## src/rtl/sigmoid_stream_driver.sv

```systemverilog
// Stream front end for the iterative FP16 sigmoid core: accepts one operand at a time,
// bypasses saturated/NaN inputs, runs the rest through the core and emits the result.
module sigmoid_stream_driver #(
    parameter int TIMEOUT_CYCLES = 64,
    parameter int MIN_WAIT       = 2,
    parameter int SAT_EXP        = 18
) (
    input  logic        clk,
    input  logic        reset,
    input  logic        in_valid,
    output logic        in_ready,
    input  logic [15:0] in_data,
    output logic        out_valid,
    input  logic        out_ready,
    output logic [15:0] out_data,
    output logic [15:0] core_x,
    output logic        core_reset,
    input  logic [15:0] core_out,
    input  logic        core_finished,
    output logic        timeout_err,
    output logic [15:0] done_count
);

    localparam int CW = $clog2(TIMEOUT_CYCLES + 1);
    localparam logic [15:0] QNAN    = 16'h7E00;
    localparam logic [15:0] FP_ONE  = 16'h3C00;
    localparam logic [15:0] FP_ZERO = 16'h0000;

    typedef enum logic [1:0] {
        ST_IDLE,
        ST_START,
        ST_WAIT,
        ST_OUT
    } state_t;

    state_t          r_state;
    state_t          w_state_next;
    logic [CW-1:0]   r_cnt;
    logic [15:0]     r_core_x;
    logic [15:0]     r_out_data;
    logic            r_timeout_err;
    logic [15:0]     r_done_count;

    logic            w_accept;
    logic            w_in_nan;
    logic            w_in_sat;
    logic            w_honour;
    logic            w_timeout;
    logic            w_deliver;

    assign w_accept  = in_valid && (r_state == ST_IDLE);
    assign w_in_nan  = (in_data[14:10] == 5'd31) && (in_data[9:0] != 10'd0);
    assign w_in_sat  = (in_data[14:10] >= 5'(SAT_EXP));
    // Finished seen in the first MIN_WAIT cycles is left over from the previous op.
    assign w_honour  = (r_state == ST_WAIT) && core_finished && (r_cnt >= CW'(MIN_WAIT));
    assign w_timeout = (r_state == ST_WAIT) && !w_honour && (r_cnt == CW'(TIMEOUT_CYCLES - 1));
    assign w_deliver = (r_state == ST_OUT) && out_ready;

    assign in_ready    = (r_state == ST_IDLE);
    assign out_valid   = (r_state == ST_OUT);
    assign out_data    = r_out_data;
    assign core_x      = r_core_x;
    // The core is held in reset while the driver itself is in reset.
    assign core_reset  = !reset || (r_state == ST_START);
    assign timeout_err = r_timeout_err;
    assign done_count  = r_done_count;

    always_comb begin
        w_state_next = r_state;
        case (r_state)
            ST_IDLE: begin
                if (w_accept) begin
                    w_state_next = (w_in_nan || w_in_sat) ? ST_OUT : ST_START;
                end
            end
            ST_START: w_state_next = ST_WAIT;
            ST_WAIT: begin
                if (w_honour || w_timeout) begin
                    w_state_next = ST_OUT;
                end
            end
            ST_OUT: begin
                if (out_ready) begin
                    w_state_next = ST_IDLE;
                end
            end
            default: w_state_next = ST_IDLE;
        endcase
    end

    always_ff @(posedge clk or negedge reset) begin
        if (!reset) begin
            r_state       <= ST_IDLE;
            r_cnt         <= '0;
            r_core_x      <= '0;
            r_out_data    <= '0;
            r_timeout_err <= 1'b0;
            r_done_count  <= '0;
        end else begin
            r_state <= w_state_next;

            if (w_accept) begin
                r_core_x <= in_data;
                if (w_in_nan) begin
                    r_out_data <= QNAN;
                end else if (w_in_sat) begin
                    r_out_data <= in_data[15] ? FP_ZERO : FP_ONE;
                end
            end

            if (r_state == ST_START) begin
                r_cnt <= '0;
            end else if (r_state == ST_WAIT) begin
                r_cnt <= r_cnt + 1'b1;
            end

            if (w_honour) begin
                r_out_data <= core_out;
            end else if (w_timeout) begin
                r_out_data    <= QNAN;
                r_timeout_err <= 1'b1;
            end

            if (w_deliver) begin
                r_done_count <= r_done_count + 16'd1;
            end
        end
    end

endmodule

```

## config.mk

```make
export PLATFORM = sky130hd
export DESIGN_NAME = sigmoid_stream_driver
export DESIGN_NICKNAME = d
export VERILOG_FILES = /design/src/rtl/sigmoid_stream_driver.sv
export SDC_FILE = /design/constraint.sdc
export NUM_CORES = 1
export LEC_CHECK = 0
export BUFFER_PORTS_ARGS = -buffer_cell sky130_fd_sc_hd__buf_2
export CORE_ASPECT_RATIO = 0.9
export CORE_MARGIN = 10
export CORE_UTILIZATION = 45
export CTS_CLUSTER_DIAMETER = 50
export CTS_CLUSTER_SIZE = 40
export DETAILED_ROUTE_END_ITERATION = 8
export PLACE_DENSITY = 0.76
export SLEW_MARGIN = 10
export SYNTH_ARGS = -nofsm -noshare
export SYNTH_HDL_FRONTEND = slang
export SYNTH_SLANG_ARGS = --single-unit
```

## constraint.sdc

```tcl
create_clock -name clk -period 1.8 [get_ports clk]
set_input_delay 0.36 -clock clk [delete_from_list [all_inputs] [get_ports clk]]
set_output_delay 0.36 -clock clk [all_outputs]
set_load 0.01 [all_outputs]
```

==> impl_metrics.yaml, run 1 <==
hold_path:
  hold_class: "in -> async"
floorplanning:
  dieArea_sq_mm: 0.00906
  num_rows: 25
  pin_count: 89
  die-height_um: 91.3
  fp.dieW_um: 99.2
  coreArea_sq_mm: 0.00535
  initial_core_util_pct: 47.5
logic_synthesis:
  yosys-top-cells-count: "58 x dfrtp_1, 17 x mux2_2, 13 x nor2_1"
  synth-seq-area-share_pct: 57.1
  synth_area_leaders: "dfrtp_1 57%, mux2_2 7.5%, xnor2_1 3.8%, a22o_1 3.4%, ha_1 3.4%"
  synth_largest_area_cell: "dfrtp_1"
  synth.most_common_cell: "dfrtp_1"
  syn_area_per_cell_sq_um: 12.2
  ys_types: 37
  synth_top_area_share_pct: 57.1
  ys.flop_type: "dfrtp_1"
  syn_inst: 208
  synth_edf_count: 0
  ys_warn_count: 0
  syn_nets: 252
  netlist_area_sq_mm: 0.00254
  synthArstFlopShare_pct: 100
  ys_seq_elements: 58
critical_path:
  startpoint: "r_cnt[1]"
  r2r_slack_ps: -90
  r2r_start: "r_cnt[1]"
  critPathSlowestCell: "dfrtp_1"
  start_kind: "flop"
  max_stage_delay_ps: 410
  reg2reg_depth: 6
  critPathMaxFanout: 3
  path_class: "reg -> reg"
  reg2reg_to: "r_state[1]"
  crit_chain: "ha_2 -> or3_4 -> o211a_4 -> nor3b_4 -> nor3_2 -> mux2_4"
  critPathRequiredTime_ps: 2030
  endpoint_kind: "flop"
  cp.arrival_ps: 2120
global_route:
  overflow: 0
  antenna_found_initial: 0
  gr-usage-met1_pct: 17.1
  use_met3_pct: 7.58
  busiest_layer: "met2"
  grt_pass1_vias: 2263
  grt_max_degree: 59
  grt_pass1_wl_mm: 11.0
  track_usage_pct: 15.1
  use_met2_pct: 24.0
clock_network:
  cts_max_path_buffers: 2
  numClockSinks: 58
  cts_buffers: 9
  hold_buffers: 0
  cts_tree: "yes"
  cts_root_buffer: "clkbuf_8"
  path_clk_slew_ps: 70
  insertion_delay_ps: 340
  htree_levels: 3
routing:
  dr.pass1.iters: 4
  drtAntennaViolNets: 0
  detailedRoute.firstIterationViolations: 58
  wirelength_mm: 6.90
  drc: 0
  wire_per_inst_um: 16.9
  via_count: 2132
  viasPerCell: 5.21
placement:
  dpl_cell_area_sq_mm: 0.00327
  post-dp-hpwl_mm: 5.08
  port_buffers: 88
  gp_congestion: 0.815
finish:
  fillers: 425
  multi_input_area_sq_mm: 0.00114
  seq_area_sq_mm: 0.00145
  antenna-diode-count: 0
  fin_nets: 381
  drive_gt1_share_pct: 51.8
  final_cell_area_sq_mm: 0.00360
  area_delta_synth_final_pct: 41.5
sta:
  finalClockSkew_ps: 5.03
  fin_hold_ws_ps: 178
  tightest_slew_ps: 713
  finalMaxSlewViolations: 0
  max_freq_mhz: 530
  setup_viol: 1
  relSlewSlack_pct: 52.5
  fin_crit_sh_pct: 105
  min_period_ps: 1890
  fin_ws_ps: -86.5
  rsz0062_at_grt: "true"
  hold_viol_final: 0
power_and_ir_drop:
  ir_drop_mv: 1.13
  leakage_nw: 1.80
  power_density_mw_per_mm2: 1700
flow_run:
  drv_cap: 0
outcome:
  violations: "negative setup slack"
  outcome: "finished, violations left"
==> sequential cells by signal (all words and copies together), names as in the netlist <==
register,count
r_state,2
done_count,16
r_cnt,7
timeout_err,1
out_data,16
core_x,16
==> placed cells by master (no fill, tap or decap), types with 2 or more instances in the layout <==
| cell | netlist | routed |
|---|---|---|
| inv_1 | 8 | 7 |
| nor3_1 | 6 | 3 |
| nor2_1 | 13 | 12 |
| clkinv_2 | 0 | 3 |
| o2bb2ai_1 | 5 | 5 |
| a21o_1 | 3 | 3 |
| nand3_1 | 9 | 8 |
| mux2_2 | 17 | 17 |
| o22ai_1 | 4 | 4 |
| nor3_2 | 0 | 2 |
| nand4_1 | 5 | 5 |
| nand2b_1 | 2 | 2 |
| xor2_1 | 4 | 4 |
| buf_4 | 0 | 32 |
| mux2i_1 | 2 | 2 |
| a21oi_1 | 3 | 3 |
| and3_1 | 3 | 2 |
| ha_1 | 7 | 5 |
| clkinvlp_4 | 0 | 2 |
| nand2_1 | 10 | 9 |
| ha_2 | 0 | 2 |
| a22o_1 | 10 | 10 |
| dfrtp_1 | 58 | 58 |
| xnor2_1 | 11 | 11 |
| or3_1 | 4 | 3 |
| o221a_2 | 2 | 2 |
| clkinv_4 | 0 | 2 |
| nor4_1 | 3 | 3 |
| o21ai_0 | 3 | 2 |
| nor2b_1 | 2 | 2 |
| clkbuf_8 | 0 | 9 |
| buf_2 | 1 | 88 |
==> through the flow <==
| stage | TNS (ps) | instances | util [%] | setup slack (ps) | total power [mW] |
|---|---|---|---|---|---|
| 2_1_floorplan | -33.6 | 208 | - | -33.6 | 3.52 |
| 3_3_place_gp | -118 | 385 | 61.1 | -46.5 | 4.58 |
| 3_5_place_dp | -417 | 385 | 61.1 | -100 | 4.67 |
| 4_1_cts | -358 | 403 | 65.1 | -93.0 | 5.91 |
| 5_1_grt | -298 | 409 | 67.3 | -120 | 6.55 |
| 6_report | -86.5 | 409 | 67.3 | -86.5 | 6.12 |
==> layer usage <==
| metal | share of wire [%] | wire [um] |
|---|---|---|
| met4 | 1.2 | 85 |
| met5 | 0 | 0 |
| met3 | 7.7 | 531 |
| met1 | 41 | 2830 |
| met2 | 50 | 3450 |
==> logic make-up (layout without fill, tap and decap cells) <==
| logic type | after synthesis | after routing | share of synthesized area, % |
|---|---|---|---|
| AND/OR/NAND/NOR | 61 | 61 | 12.5 |
| flip-flops | 58 | 58 | 57.1 |
| AO/OA/AOI/OAI | 35 | 35 | 11.0 |
| multiplexers | 20 | 20 | 8.91 |
| XOR/XNOR | 15 | 15 | 5.17 |
| buffers and inverters | 12 | 146 | 1.82 |
| adder cells (fa/ha/maj) | 7 | 7 | 3.44 |
==> layout make-up <==
| type | count | share of cell area [%] |
|---|---|---|
| clock inverters | 7 | 1.95 |
| well taps | 67 | 2.33 |
| repair buffers | 121 | 19.2 |
| multi-input cells | 138 | 31.7 |
| clock buffers | 9 | 3.44 |
| inverters | 9 | 1.04 |
| flip-flops and latches | 58 | 40.3 |
==> power breakdown <==
group | internal (mW) | total (mW) | switching [mW]
Combinational | 1.47 | 2.85 | 1.38
Sequential | 1.81 | 2.09 | 0.278
Clock | 0.635 | 1.18 | 0.545
Total | 3.92 | 6.12 | 2.20
==> worst max path at each step <==
stage / slack [ps] / depth (start not counted) / endpoint
3_3_place_gp: -50 / 7 / r_state[1]
3_5_place_dp: -100 / 6 / r_state[1]
5_1_grt: -120 / 6 / r_state[1]
4_1_cts: -90 / 5 / r_state[1]
6_report: -90 / 6 / r_state[1]
2_1_floorplan: -30 / 6 / r_state[1]
==> critical path: cells and delay by family (launching register included) <==
family                   cells  cell delay, ps
AO/OA/AOI/OAI                1             280
flip-flops                   1             410
adder cells (fa/ha/maj)      1             180
multiplexers                 1             290
AND/OR/NAND/NOR              3             620
==> repair_timing <==
item | 4_1_cts | 5_1_grt
setup buffers | 2 | 7
gates cloned | 0 | 0
gates resized for setup | 1 | 19
pin swaps | 6 | 7
setup endpoints to repair | 7 | 22
No activity file was read; power rests on OpenSTA's default activity.
==> run 2: changes to the inputs <==
Settings changed: CORE_UTILIZATION 45 to 49, PLACE_DENSITY 0.76 to 0.79, RECOVER_POWER set to 100.
Clock period 1.8 ns to 2.02 ns, I/O delays scaled along.
==> impl_metrics.yaml, run 2 (synthesis results as in run 1) <==
outcome:
  outcome: "finished, final reports clean"
clock_network:
  cts_tree: "yes"
  path_clk_slew_ps: 60
  htree_levels: 3
  insertion_delay_ps: 330
  cts_buffers: 9
  cts_root_buffer: "clkbuf_8"
  cts_max_path_buffers: 2
  numClockSinks: 58
finish:
  final_common_cell: "dfrtp_1"
  fin_nets: 359
  area_delta_synth_final_pct: 28.4
  final_cell_mix: "58 x dfrtp_1, 56 x clkbuf_1, 35 x buf_2"
  antenna-diode-count: 0
  drive_gt1_share_pct: 27.9
power_and_ir_drop:
  pwr-share-clk_pct: 19.1
  power_switching_mw: 1.81
  internal-power_mw: 3.04
  p_total_mw: 4.84
  p_seq_share_pct: 39.6
  power_frac_comb_pct: 41.3
  leakage_nw: 1.50
  power_density_mw_per_mm2: 1480
  swShare_pct: 37.3
  ir_drop_mv: 0.840
critical_path:
  critPathSlowestCell: "dfrtp_1"
  cp.arrival_ps: 2110
  crit_buf_inv: 1
  path_class: "reg -> reg"
  crit_chain: "inv_2 -> ha_1 -> or3_4 -> o211a_4 -> nor3b_2 -> nor3_2 -> mux2_4"
  critPathMaxFanout: 3
  endpoint_kind: "flop"
  critPathRequiredTime_ps: 2230
  cp_top_family: "simple AND/OR/NAND/NOR gates"
  max_stage_delay_ps: 370
  start_kind: "flop"
floorplanning:
  fp.dieW_um: 95.9
  coreArea_sq_mm: 0.00492
  pin_count: 89
  die-height_um: 88.3
  dieArea_sq_mm: 0.00847
  initial_core_util_pct: 51.6
  num_rows: 24
sta:
  tightest_slew_ps: 1390
  max_freq_mhz: 527
  fin_setup_tns_ps: 0
  min_period_ps: 1900
  fin_crit_sh_pct: 93.9
  setup_viol: 0
  finalClockSkew_ps: 7.15
  hold_viol_final: 0
  relSlewSlack_pct: 7.04
  rsz0062_at_grt: "false"
  finalMaxSlewViolations: 0
placement:
  post-dp-hpwl_mm: 5.03
  port_buffers: 88
  gp_congestion: 0.797
global_route:
  grt_pass1_wl_mm: 10.4
  overflow: 0
  grt_max_degree: 59
  grt_pass1_vias: 2238
  antenna_found_initial: 0
  track_usage_pct: 15.8
routing:
  dr.pass1.iters: 4
  wirelength_mm: 6.54
  detailedRoute.firstIterationViolations: 94
  via_count: 2055
  wire_per_inst_um: 17.0
  drc: 0
  drtAntennaViolNets: 0
  viasPerCell: 5.35
hold_path:
  hold_class: "in -> reg"
flow_run:
  drv_cap: 0
## run 2: final timing paths
path / start / to / slack [ps] / cells after the start
worst max-delay path: r_cnt[0] / r_state[1] / 120 / 7
worst min-delay path: core_out[5] / out_data[5] / 290 / 2
worst max register to register: r_cnt[0] / r_state[1] / 120 / 7
worst min register to register: timeout_err / timeout_err / 460 / 1
max in group asynchronous: reset / core_x[9] / 640 / 2
min in group asynchronous: reset / done_count[0] / 540 / 2
## run 2: area by class of cell
type,count,area (sq um)
clock buffer,13,159
tap,65,81.3
clock inverter,2,12.5
multi-input combinational,138,1080
timing repair buffer,99,450
inverter,9,33.8
fill,430,1660
sequential,58,1450
## run 2: power groups by stage
stage | combinational (mW) | clock, mW | sequential [mW]
2_1_floorplan | 1.05 | 0 | 2.07
3_3_place_gp | 2.02 | 0 | 1.89
3_5_place_dp | 2.10 | 0 | 1.91
4_1_cts | 2.11 | 0.944 | 1.91
5_1_grt | 2.20 | 1.01 | 1.98
6_report | 2.00 | 0.925 | 1.92
## run 2: through the flow
| step | util (%) | instance area (sq um) | worst slack, ps | hold WS, ps | cells |
|---|---|---|---|---|---|
| after floorplan | - | 2540 | 132 | 108 | 208 |
| after global placement | 63.6 | 3130 | 103 | 438 | 369 |
| after detailed placement | 63.6 | 3130 | 50.7 | 442 | 369 |
| after CTS | 67.1 | 3310 | 43.7 | 266 | 384 |
| after global routing | 66.3 | 3270 | 28.5 | 279 | 384 |
| final | 66.3 | 3270 | 124 | 294 | 384 |
## run 2: timing repair
item | 4_1_cts | 5_1_grt
setup buffers | 0 | 0
endpoints found under the setup margin | 0 | 17
gates resized for setup | 0 | 10
hold buffers | 0 | 0
## run 2: routing by layer
metal,share of wire (%),global-route usage [%]
met5,0,0
met4,0.72,4.02
met3,12,10.7
met2,48,25.9
met1,39,16.5
==> run 3: changes to the inputs <==
Settings changed: ABC_AREA set to 1, CORE_UTILIZATION 49 to 50.
==> impl_metrics.yaml, run 3 <==
outcome:
  outcome: "finished, final reports clean"
power_and_ir_drop:
  power_density_mw_per_mm2: 1340
  ir_drop_mv: 0.660
  leakage_nw: 1.81
floorplanning:
  pin_count: 89
  die-height_um: 89.6
  fp.dieW_um: 97.3
  dieArea_sq_mm: 0.00872
  coreArea_sq_mm: 0.00522
  num_rows: 25
  initial_core_util_pct: 51.5
critical_path:
  crit_chain: "inv_1 -> ha_1 -> nand2_1 -> inv_1 -> nand2_1 -> nand3_2 -> inv_4 -> nand2_1 -> nand2_1"
  critPathSlowestCell: "dfrtp_1"
  cp_top_family: "simple AND/OR/NAND/NOR gates"
  crit_buf_inv: 3
  worst_path_most_repeated_cell: "nand2_1"
  endpoint_kind: "flop"
  cp.arrival_ps: 2000
  start_kind: "flop"
  critPathRequiredTime_ps: 2250
  path_class: "reg -> reg"
  critPathMaxFanout: 16
  max_stage_delay_ps: 400
sta:
  hold_viol_final: 0
  finalMaxSlewViolations: 0
  fin_setup_tns_ps: 0
  fin_ws_ps: 248
  finalClockSkew_ps: 8.37
  relSlewSlack_pct: 6.53
  fin_crit_sh_pct: 87.7
  tightest_slew_ps: 1400
  max_freq_mhz: 564
  setup_viol: 0
  min_period_ps: 1770
  rsz0062_at_grt: "false"
logic_synthesis:
  synth_area_leaders: "dfrtp_1 54%, nand2_1 18%, inv_1 4.6%, xor2_1 3.6%, ha_1 3.3%"
  syn_area_per_cell_sq_um: 8.48
  synthArstFlopShare_pct: 100
  syn_nets: 361
  netlist_area_sq_mm: 0.00269
  synth.most_common_cell: "nand2_1"
  synth_largest_area_cell: "dfrtp_1"
  syn_inst: 317
  ys_types: 24
  synth-seq-area-share_pct: 54.0
  ys.flop_type: "dfrtp_1"
  ys_seq_elements: 58
  synth_edf_count: 0
  synth_top_area_share_pct: 54.0
  ys_warn_count: 0
  yosys-top-cells-count: "132 x nand2_1, 58 x dfrtp_1, 33 x inv_1"
clock_network:
  numClockSinks: 58
  hold_buffers: 0
  cts_buffers: 9
  path_clk_slew_ps: 60
  post_cts_buffers: 0
  htree_levels: 3
  insertion_delay_ps: 340
  cts_tree: "yes"
  cts_root_buffer: "clkbuf_8"
  cts_max_path_buffers: 2
  post_cts_resized: 0
routing:
  drc: 0
  dr.pass1.iters: 4
  drtAntennaViolNets: 0
  wirelength_mm: 6.56
  viasPerCell: 4.80
  detailedRoute.firstIterationViolations: 102
  wire_per_inst_um: 13.5
  via_count: 2326
hold_path:
  hold_class: "in -> reg"
placement:
  place_ws_ps: 268
  gp_congestion: 0.815
  port_buffers: 88
  post-dp-hpwl_mm: 4.93
  dpl_cell_area_sq_mm: 0.00320
finish:
  final_common_cell: "nand2_1"
  seq_area_sq_mm: 0.00145
  area_delta_synth_final_pct: 23.0
  multi_input_area_sq_mm: 0.00107
  drive_gt1_share_pct: 13.6
  fin_nets: 458
  final_cell_area_sq_mm: 0.00331
  fillers: 464
  final_cell_mix: "133 x nand2_1, 58 x dfrtp_1, 55 x clkbuf_1"
  antenna-diode-count: 0
global_route:
  grt_max_degree: 59
  overflow: 0
  grt_pass1_wl_mm: 10.6
  grt_pass1_vias: 2254
  track_usage_pct: 15.1
  antenna_found_initial: 0
flow_run:
  drv_cap: 0
-- run 3: cell count changes after synthesis, moves of 4 or more --
cell / delta
inv_1: +25
o22ai_1: -4
xnor2_1: -6
o2bb2ai_1: -5
mux2_2: -16
a22o_1: -10
o21ai_0: +10
or3_1: -4
nor2_1: +9
nand2_1: +122
xor2_1: +7
-- run 3: per-layer routing --
layer | vias to the layer above | GRT usage (%) | share of wire, %
met5 | - | 0 | 0
met3 | 10 | 5.43 | 7.3
met2 | 69 | 24.5 | 46
met4 | 0 | 7.52 | 1.7
met1 | 1077 | 17.8 | 45
li1 | 1170 | - | -
-- run 3: cell families (layout without fill, tap and decap cells) --
| family | count (synthesis) | in the layout | synth area share (%) |
|---|---|---|---|
| mux | 1 | 1 | 0.419 |
| buf+inv | 39 | 140 | 5.86 |
| compound gates | 19 | 19 | 4.14 |
| fa+ha+maj | 7 | 7 | 3.26 |
| simple gates | 177 | 177 | 27.1 |
| xor+xnor | 16 | 16 | 5.21 |
| flops | 58 | 58 | 54.0 |
-- run 3: worst paths after layout --
kind | start | depth (start not counted) | slack, ps | end
max | r_state[0] | 9 | 250 | out_data[6]
min in group asynchronous | reset | 2 | 630 | core_x[3]
min | core_out[1] | 3 | 260 | out_data[1]
min reg2reg | out_data[15] | 2 | 470 | out_data[15]
max in group asynchronous | reset | 2 | 540 | done_count[1]
max reg2reg | r_state[0] | 9 | 250 | out_data[6]
-- run 3: per-stage QoR --
stage	total power [mW]	hold WS, ps	utilization [%]	instances
after global placement	3.48	450	61.3	470
after floorplan	2.87	108	-	317
after global routing	4.78	265	63.3	485
after detailed placement	3.53	457	61.3	470
after CTS	4.59	255	64.9	485
final	4.43	263	63.3	485
-- run 3: layout make-up --
| type | instances | share of cell area, % |
|---|---|---|
| Clock buffer | 12 | 4.39 |
| Clock inverter | 3 | 1.21 |
| Inverter | 35 | 4.05 |
| Multi-Input combinational cell | 220 | 32.3 |
| Sequential cell | 58 | 43.9 |
| Tap cell | 67 | 2.53 |
| Timing Repair Buffer | 90 | 11.6 |
-- run 3: report_power, final --
part	total [mW]	switching (mW)	internal, mW
Sequential	1.84	0.274	1.57
Combinational	1.55	1.01	0.540
Clock	1.03	0.442	0.593
-- run 3: tightest hold or removal path: cells and delay by family --
family        cells  cell delay, ps
simple gates      2              90
buf+inv           1              70
